**src/rtl/bf_pkg.sv**
```systemverilog
// Shared definitions for the stdout UART transmitter: FSM state encoding and line levels.
// The PARITY state exists only when STDOUT_UART_TX_PARITY_EN is defined.
package bf_pkg;

  typedef enum logic [2:0] {
    IDLE   = 3'd0,
    START  = 3'd1,
    DATA   = 3'd2,
`ifdef STDOUT_UART_TX_PARITY_EN
    PARITY = 3'd3,
`endif
    STOP   = 3'd4
  } uart_state_e;

  localparam logic IDLE_LEVEL = 1'b1;
  localparam logic START_BIT  = 1'b0;
  localparam logic STOP_BIT   = 1'b1;

endpackage

```
**src/rtl/stdout_uart_tx_if.sv**
```systemverilog
// Processor-side push port and serial/status outputs of the stdout UART transmitter.
// stdout is taken on every rising edge with stdout_en=1 unless fifo_full was already high (no back-pressure wait).
interface stdout_uart_tx_if;
  import bf_pkg::*;

  logic [7:0]  stdout;
  logic        stdout_en;
  logic        tx;
  logic        fifo_full;
  logic        busy;
  logic        overflow;
  uart_state_e state_dbg;

  modport master (
    output stdout, stdout_en,
    input  tx, fifo_full, busy, overflow, state_dbg
  );

  modport slave (
    input  stdout, stdout_en,
    output tx, fifo_full, busy, overflow, state_dbg
  );
endinterface

```
**src/rtl/byte_fifo.sv**
```systemverilog
// Byte FIFO with show-ahead read data; pointers wrap modulo DEPTH (power of two).
// full is registered from the next occupancy count; push when full and pop when empty are ignored.
module byte_fifo #(
  parameter int DEPTH = 8
) (
  input  logic                       clk,
  input  logic                       reset,
  input  logic                       push,
  input  logic                       pop,
  input  logic [7:0]                 wdata,
  output logic [7:0]                 rdata,
  output logic                       full,
  output logic                       empty,
  output logic [$clog2(DEPTH):0]     count
);
  localparam int AW = $clog2(DEPTH);

  logic [7:0]    mem_q [DEPTH];
  logic [AW-1:0] wr_ptr_q, rd_ptr_q;
  logic [AW:0]   count_q, count_d;
  logic          full_q;
  logic          push_ok, pop_ok;

  assign push_ok = push & ~full_q;
  assign pop_ok  = pop & (count_q != '0);

  always_comb begin
    count_d = count_q;
    case ({push_ok, pop_ok})
      2'b10:   count_d = count_q + (AW+1)'(1);
      2'b01:   count_d = count_q - (AW+1)'(1);
      default: count_d = count_q;
    endcase
  end

  always_ff @(posedge clk or posedge reset) begin
    if (reset) begin
      wr_ptr_q <= '0;
      rd_ptr_q <= '0;
      count_q  <= '0;
      full_q   <= 1'b0;
    end else begin
      if (push_ok) wr_ptr_q <= wr_ptr_q + AW'(1);
      if (pop_ok)  rd_ptr_q <= rd_ptr_q + AW'(1);
      count_q <= count_d;
      full_q  <= (count_d == (AW+1)'(DEPTH));
    end
  end

  always_ff @(posedge clk) begin
    if (push_ok) mem_q[wr_ptr_q] <= wdata;
  end

  assign rdata = mem_q[rd_ptr_q];
  assign empty = (count_q == '0);
  assign full  = full_q;
  assign count = count_q;
endmodule

```
**src/rtl/stdout_uart_tx.sv**
```systemverilog
// Buffered 8N1 UART transmitter for a processor stdout port, LSB first, idle-high line.
// Define STDOUT_UART_TX_PARITY_EN to insert an even parity bit between DATA and STOP.
module stdout_uart_tx
  import bf_pkg::*;
#(
  parameter int CLKS_PER_BIT = 16,
  parameter int FIFO_DEPTH   = 8
) (
  input  logic             clk,
  input  logic             reset,
  stdout_uart_tx_if.slave  bus
);
  localparam int AW = $clog2(FIFO_DEPTH);
  localparam int CW = (CLKS_PER_BIT > 1) ? $clog2(CLKS_PER_BIT) : 1;
  localparam logic [CW-1:0] CNT_LAST = CW'(CLKS_PER_BIT - 1);

  uart_state_e   state_q;
  logic [CW-1:0] cnt_q;
  logic [2:0]    bit_idx_q;
  logic [2:0]    next_idx;
  logic [7:0]    data_q;
  logic          tx_q;
  logic          overflow_q;
`ifdef STDOUT_UART_TX_PARITY_EN
  logic          parity_q;
`endif

  logic [7:0]    fifo_rdata;
  logic          fifo_full, fifo_empty;
  logic [AW:0]   fifo_count;
  logic          push, pop, bit_end;

  assign push     = bus.stdout_en & ~fifo_full;
  assign bit_end  = (cnt_q == CNT_LAST);
  assign next_idx = bit_idx_q + 3'd1;
  // A new byte is taken either from IDLE or on the last cycle of STOP, so frames chain without a gap.
  assign pop      = ~fifo_empty & ((state_q == IDLE) | ((state_q == STOP) & bit_end));

  byte_fifo #(.DEPTH(FIFO_DEPTH)) u_fifo (
    .clk   (clk),
    .reset (reset),
    .push  (push),
    .pop   (pop),
    .wdata (bus.stdout),
    .rdata (fifo_rdata),
    .full  (fifo_full),
    .empty (fifo_empty),
    .count (fifo_count)
  );

  always_ff @(posedge clk or posedge reset) begin
    if (reset) begin
      state_q   <= IDLE;
      cnt_q     <= '0;
      bit_idx_q <= '0;
      data_q    <= '0;
      tx_q      <= IDLE_LEVEL;
`ifdef STDOUT_UART_TX_PARITY_EN
      parity_q  <= 1'b0;
`endif
    end else begin
      if (pop) begin
        data_q   <= fifo_rdata;
`ifdef STDOUT_UART_TX_PARITY_EN
        parity_q <= ^fifo_rdata;
`endif
      end
      if (state_q != IDLE) cnt_q <= bit_end ? '0 : cnt_q + CW'(1);
      case (state_q)
        IDLE: begin
          tx_q <= IDLE_LEVEL;
          if (pop) begin
            state_q <= START;
            tx_q    <= START_BIT;
            cnt_q   <= '0;
          end
        end
        START: begin
          if (bit_end) begin
            state_q   <= DATA;
            bit_idx_q <= '0;
            tx_q      <= data_q[0];
          end
        end
        DATA: begin
          if (bit_end) begin
            if (bit_idx_q == 3'd7) begin
`ifdef STDOUT_UART_TX_PARITY_EN
              state_q <= PARITY;
              tx_q    <= parity_q;
`else
              state_q <= STOP;
              tx_q    <= STOP_BIT;
`endif
            end else begin
              bit_idx_q <= next_idx;
              tx_q      <= data_q[next_idx];
            end
          end
        end
`ifdef STDOUT_UART_TX_PARITY_EN
        PARITY: begin
          if (bit_end) begin
            state_q <= STOP;
            tx_q    <= STOP_BIT;
          end
        end
`endif
        STOP: begin
          if (bit_end) begin
            if (pop) begin
              state_q <= START;
              tx_q    <= START_BIT;
            end else begin
              state_q <= IDLE;
              tx_q    <= IDLE_LEVEL;
            end
          end
        end
        default: begin
          state_q <= IDLE;
          tx_q    <= IDLE_LEVEL;
        end
      endcase
    end
  end

  // Judged on the pre-edge full flag: a pop on the same edge does not make room.
  always_ff @(posedge clk or posedge reset) begin
    if (reset) overflow_q <= 1'b0;
    else if (bus.stdout_en & fifo_full) overflow_q <= 1'b1;
  end

  assign bus.tx        = tx_q;
  assign bus.fifo_full = fifo_full;
  assign bus.busy      = (state_q != IDLE) | (fifo_count != '0);
  assign bus.overflow  = overflow_q;
  assign bus.state_dbg = state_q;
endmodule

```
**src/flat_wrapper.sv**
```systemverilog
// flat-port wrapper written by rule: the top's interface ports become plain ports
module stdout_uart_tx_flat import bf_pkg::*;
#(
  parameter int CLKS_PER_BIT = 16,
  parameter int FIFO_DEPTH   = 8
)
  (clk, reset, bus_stdout, bus_stdout_en, bus_tx, bus_fifo_full, bus_busy, bus_overflow, bus_state_dbg);
  stdout_uart_tx_if bus_i ();
  input  logic clk;
  input  logic reset;
  input wire logic [$bits(bus_i.stdout)-1:0] bus_stdout;
  input wire logic [$bits(bus_i.stdout_en)-1:0] bus_stdout_en;
  output wire logic [$bits(bus_i.tx)-1:0] bus_tx;
  output wire logic [$bits(bus_i.fifo_full)-1:0] bus_fifo_full;
  output wire logic [$bits(bus_i.busy)-1:0] bus_busy;
  output wire logic [$bits(bus_i.overflow)-1:0] bus_overflow;
  output wire logic [$bits(bus_i.state_dbg)-1:0] bus_state_dbg;
  assign bus_i.stdout = bus_stdout;
  assign bus_i.stdout_en = bus_stdout_en;
  assign bus_tx = bus_i.tx;
  assign bus_fifo_full = bus_i.fifo_full;
  assign bus_busy = bus_i.busy;
  assign bus_overflow = bus_i.overflow;
  assign bus_state_dbg = bus_i.state_dbg;
  stdout_uart_tx #(.CLKS_PER_BIT(CLKS_PER_BIT), .FIFO_DEPTH(FIFO_DEPTH)) u_core (.clk(clk), .reset(reset), .bus(bus_i));
endmodule
```
**config.mk**
```make
export PLATFORM = sky130hd
export DESIGN_NAME = stdout_uart_tx_flat
export DESIGN_NICKNAME = d
export VERILOG_FILES = /design/src/rtl/bf_pkg.sv /design/src/rtl/stdout_uart_tx_if.sv /design/src/rtl/byte_fifo.sv /design/src/rtl/stdout_uart_tx.sv /design/src/flat_wrapper.sv
export SDC_FILE = /design/constraint.sdc
export NUM_CORES = 1
export LEC_CHECK = 0
export ABC_AREA = 1
export BUFFER_PORTS_ARGS = -buffer_cell sky130_fd_sc_hd__buf_4
export CORE_MARGIN = 4
export CORE_UTILIZATION = 55
export CTS_BUF_LIST = sky130_fd_sc_hd__clkbuf_2 sky130_fd_sc_hd__clkbuf_4 sky130_fd_sc_hd__clkbuf_8
export DETAILED_ROUTE_END_ITERATION = 12
export HOLD_SLACK_MARGIN = 0.08
export PLACE_DENSITY_LB_ADDON = 0.25
export SYNTH_ARGS = -nofsm -noshare
export SYNTH_HDL_FRONTEND = slang
export SYNTH_SLANG_ARGS = --single-unit
```
**constraint.sdc**
```tcl
create_clock -name clk -period 5.82 [get_ports clk]
set_input_delay 1.164 -clock clk [delete_from_list [all_inputs] [get_ports clk]]
set_output_delay 1.164 -clock clk [all_outputs]
set_load 0.05 [all_outputs]
```
==> results.rst <==
.. list-table::
   :header-rows: 1

   * - Metric
     - Value
   * - Core Region
     - approximately 7300 µm²
   * - Number of nets in the synthesized netlist
     - a little under 400
   * - Maximum buffer depth of the clock tree
     - 2
   * - Largest fanout on the critical path
     - 4
   * - Antenna violations before repair
     - 0
   * - DPL Wire Length
     - between 4000 and 5000 µm
   * - Setup TNS Final
     - 0 ns
   * - Die Height
     - approximately 94 µm
   * - Fmax achieved
     - between 0.3 and 0.4 GHz
   * - Total clock sinks
     - 95
   * - Number of cells produced by synthesis
     - 370
   * - Cell-by-cell trace of the critical path
     - nor2_1, nand2_1, nor2_2, inv_2, buf_4
   * - Status
     - completed
   * - Sum of routed wire length over all layers
     - a little over 7000 µm
   * - DRC violation count after routing
     - 0
   * - Slowest cell on crit path
     - sky130_fd_sc_hd__dfrtp_1
   * - Final critical-path share of the clock period
     - 0.4741
   * - Clock insertion delay at the later pin of the skew report
     - between 0.3 and 0.4 ns
   * - Largest net degree at the start of global routing
     - 35
   * - Number of pins with negative max-slew slack in the final report
     - 0
   * - Via count of the first global-routing pass
     - between 2,000 and 2,500
   * - Layout overhead on the synthesized area
     - 9.492%
   * - Final Total Pwr
     - about 2200 µW
   * - Worst-case vdd ir drop
     - around 0.23 mV
   * - Type of the worst setup path
     - flip-flop to output port
   * - Routed wirelength normalized by instance count
     - between 10 and 15 µm
   * - Detailed router's first-iteration violation count
     - ~190
   * - Post-synthesis instance area
     - around 4100 µm²
   * - Number of buffers created by CTS
     - 9
   * - All-Layer GR Usage
     - 0.1767
   * - Count of input and output buffers
     - 17
   * - Drt via density
     - 5.346
   * - Number of levels in the clock H-tree
     - 3
   * - Pre-CTS WS
     - 2.921 ns
   * - Total number of nets in the final design
     - just over 400
   * - Worst setup slack after layout
     - between 3 and 4 ns
   * - Period minus WS final
     - ~2.8 ns
   * - TritonCTS clock tree
     - built
   * - Max-cap check violation count
     - 0
   * - Total power density per cell area
     - just under 500 nW/µm²
   * - Post-synth EDFFs
     - 64
   * - Starting density of the core
     - 0.5670
   * - Placer's final routability congestion estimate
     - roughly 0.79
   * - Cts-stage hold buffer count
     - 0
   * - Area of the die
     - between 8000 and 9000 µm²
   * - Post-CTS resize count
     - 0
   * - Synth warn
     - 0
   * - Register bit count reported by yosys
     - 95
   * - Static leakage
     - between 0.0015 and 0.002 µW
   * - X dimension of the die
     - about 94 µm
   * - Worst clock skew on the final layout
     - between 0.008 and 0.009 ns
   * - Buffers plus inverters on the worst setup path
     - 2
   * - Sequential-to-total area share from yosys stat
     - 0.6562
   * - Number of core rows
     - 31
   * - Count of pins on the block boundary
     - 18
   * - Syn avg cell area
     - between 10 and 15 µm²
   * - Type of element capturing the critical path
     - output port
   * - Required time of the worst setup path
     - between 4 and 5 ns
   * - Slack of the worst reg-to-reg path
     - ~3.3 ns
   * - RSZ-0062 raised after global routing
     - false
   * - Worst slew margin relative to its limit
     - 0.3262
   * - Final Hold Slack
     - between 0.4 and 0.5 ns
   * - Distinct cells, synth
     - 34
   * - Fillers
     - just under 600
   * - First-pass DRT Iterations
     - 5
   * - Crit path launch type
     - flip-flop
   * - Largest stage delay on the critical path
     - 0.44 ns
   * - Layout cell share with drive strength beyond 1
     - 0.1301
   * - Synth Flop Type
     - sky130_fd_sc_hd__edfxtp_1
   * - CTS clk-pin slew, worst paths
     - approximately 0.090 ns
   * - Async set-or-reset flop fraction in the synthesized netlist
     - 0.3263
   * - Slew @ Worst Pin
     - 1.011 ns
   * - Dominant delay contributor by cell family on the critical path
     - simple AND/OR/NAND/NOR gates
   * - Count of inserted antenna diode cells
     - 0
   * - Wire length of the first global-routing pass
     - between 10,000 and 15,000 µm
   * - Root buffer cell
     - sky130_fd_sc_hd__clkbuf_8
   * - Setup fix buffers added after clock tree synthesis
     - 0
   * - Hold/Removal Path Class
     - flip-flop to flip-flop
   * - Vias after detailed routing
     - 2,625
   * - Hold violation total from the final report
     - 0
   * - Final number of setup-violating endpoints
     - 0
   * - Final global-route overflow total
     - 0
   * - Remaining antenna violation count
     - 0
   * - Worst endpoint data arrival time
     - between 1.5 and 2 ns
==> flip-flops by register name, summed over array words and instances, names as in the netlist <==
register,count
u_core.u_fifo.rd_ptr_q,3
u_core.u_fifo.full,1
u_core.bit_idx_q,3
u_core.bus.overflow,1
u_core.u_fifo.wr_ptr_q,3
u_core.data_q,8
u_core.u_fifo.mem_q,64
u_core.cnt_q,4
u_core.bus.tx,1
u_core.bus.state_dbg,3
u_core.u_fifo.count,4
==> worst paths after layout <==
kind | start | end | depth (start not counted)
worst min-delay path | u_core.bus.overflow | u_core.bus.overflow | 1
max in group asynchronous | reset | u_core.bus.tx | 3
worst max register to register | u_core.cnt_q[0] | u_core.u_fifo.full | 11
worst min register to register | u_core.bus.overflow | u_core.bus.overflow | 1
worst max-delay path | u_core.u_fifo.count[1] | bus_busy | 5
min in group asynchronous | reset | u_core.u_fifo.rd_ptr_q[2] | 3
==> cell usage after synthesis, types with 2 or more instances <==
master / count / area, µm²
sky130_fd_sc_hd__nor2_1: 65 / 244.0
sky130_fd_sc_hd__o21ai_1: 2 / 10.01
sky130_fd_sc_hd__a21oi_1: 6 / 30.03
sky130_fd_sc_hd__nand2_2: 2 / 12.51
sky130_fd_sc_hd__xor2_1: 4 / 35.03
sky130_fd_sc_hd__o21ai_0: 40 / 200.2
sky130_fd_sc_hd__ha_1: 8 / 100.1
sky130_fd_sc_hd__buf_2: 8 / 40.04
sky130_fd_sc_hd__edfxtp_1: 64 / 1922
sky130_fd_sc_hd__inv_2: 5 / 18.77
sky130_fd_sc_hd__o211ai_1: 16 / 120.1
sky130_fd_sc_hd__buf_4: 2 / 15.01
sky130_fd_sc_hd__a21oi_4: 2 / 32.53
sky130_fd_sc_hd__nand2_1: 60 / 225.2
sky130_fd_sc_hd__nand2_4: 2 / 22.52
sky130_fd_sc_hd__nor2_2: 3 / 18.77
sky130_fd_sc_hd__xnor2_1: 3 / 26.28
sky130_fd_sc_hd__dfrtp_1: 30 / 750.7
sky130_fd_sc_hd__inv_1: 15 / 56.30
sky130_fd_sc_hd__nand3_1: 19 / 95.09
==> metrics by stage <==
stage	std cells	instance area [µm²]	utilization
final	491	4503	0.6208
after global routing	491	4503	0.6208
after CTS	491	4503	0.6208
after detailed placement	475	4300	0.5929
after global placement	475	4300	0.5929
after floorplan	370	4113	-
==> layout make-up <==
cell class	count	area [µm²]	area share
clock buffer	10	131.4	0.02917
clock inverter	6	71.32	0.01584
inverter	21	78.83	0.01750
multi-input combinational	242	1264	0.2806
sequential	95	2699	0.5993
tap	99	123.9	0.02751
timing repair buffer	18	135.1	0.03001
==> logic make-up after synthesis <==
| logic type | synth area share |
|---|---|
| DFF | 0.6562 |
| buffers and inverters | 0.03650 |
| xor gates and xnor gates | 0.01491 |
| AOI/OAI and AO/OA | 0.1040 |
| and+or+nand+nor | 0.1591 |
| adders and majority gates | 0.02921 |
==> report_power, final <==
part | internal (µW) | switching (µW) | leakage (µW) | total [µW]
logic | 259 | 482 | 0.000694 | 741
registers | 872 | 149 | 0.000969 | 1020
clock network | 205 | 224 | 0.0000961 | 429
==> cells in the final DEF (no fill, tap or decap), drive strengths merged <==
master,count
fa,1
clkinvlp,2
nand4,1
o21bai,1
dfrtp,30
edfxtp,64
o211ai,16
buf,18
nand2,64
o21ai,42
clkbuf,10
a21o,1
nor2,68
a21boi,1
and3,1
bufinv,1
nand3b,1
clkinv,4
a211oi,1
nand3,20
ha,8
a21oi,8
xnor2,3
or2,1
xor2,4
dfstp,1
inv,20
==> worst register-to-register path: stages, from the launching register on <==
cell	delay (ns)
sky130_fd_sc_hd__dfrtp_1	0.39
sky130_fd_sc_hd__ha_1	0.22
sky130_fd_sc_hd__nand3_2	0.18
sky130_fd_sc_hd__nand2_4	0.15
sky130_fd_sc_hd__nand2_4	0.11
sky130_fd_sc_hd__inv_2	0.21
sky130_fd_sc_hd__ha_1	0.30
sky130_fd_sc_hd__ha_1	0.30
sky130_fd_sc_hd__xor2_1	0.17
sky130_fd_sc_hd__a21boi_0	0.23
sky130_fd_sc_hd__nand2_1	0.08
sky130_fd_sc_hd__a21oi_1	0.13
==> routing by layer <==
metal / GRT usage / wire (µm) / up-vias
met3: 0.03108 / 347 / 10
met5: 0 / 0 / -
met1: 0.2449 / 3322 / 1244
met2: 0.2796 / 3436 / 62
met4: 0.06971 / 87 / 0
li1: - / - / 1309
(Power assumes the default switching activity.)
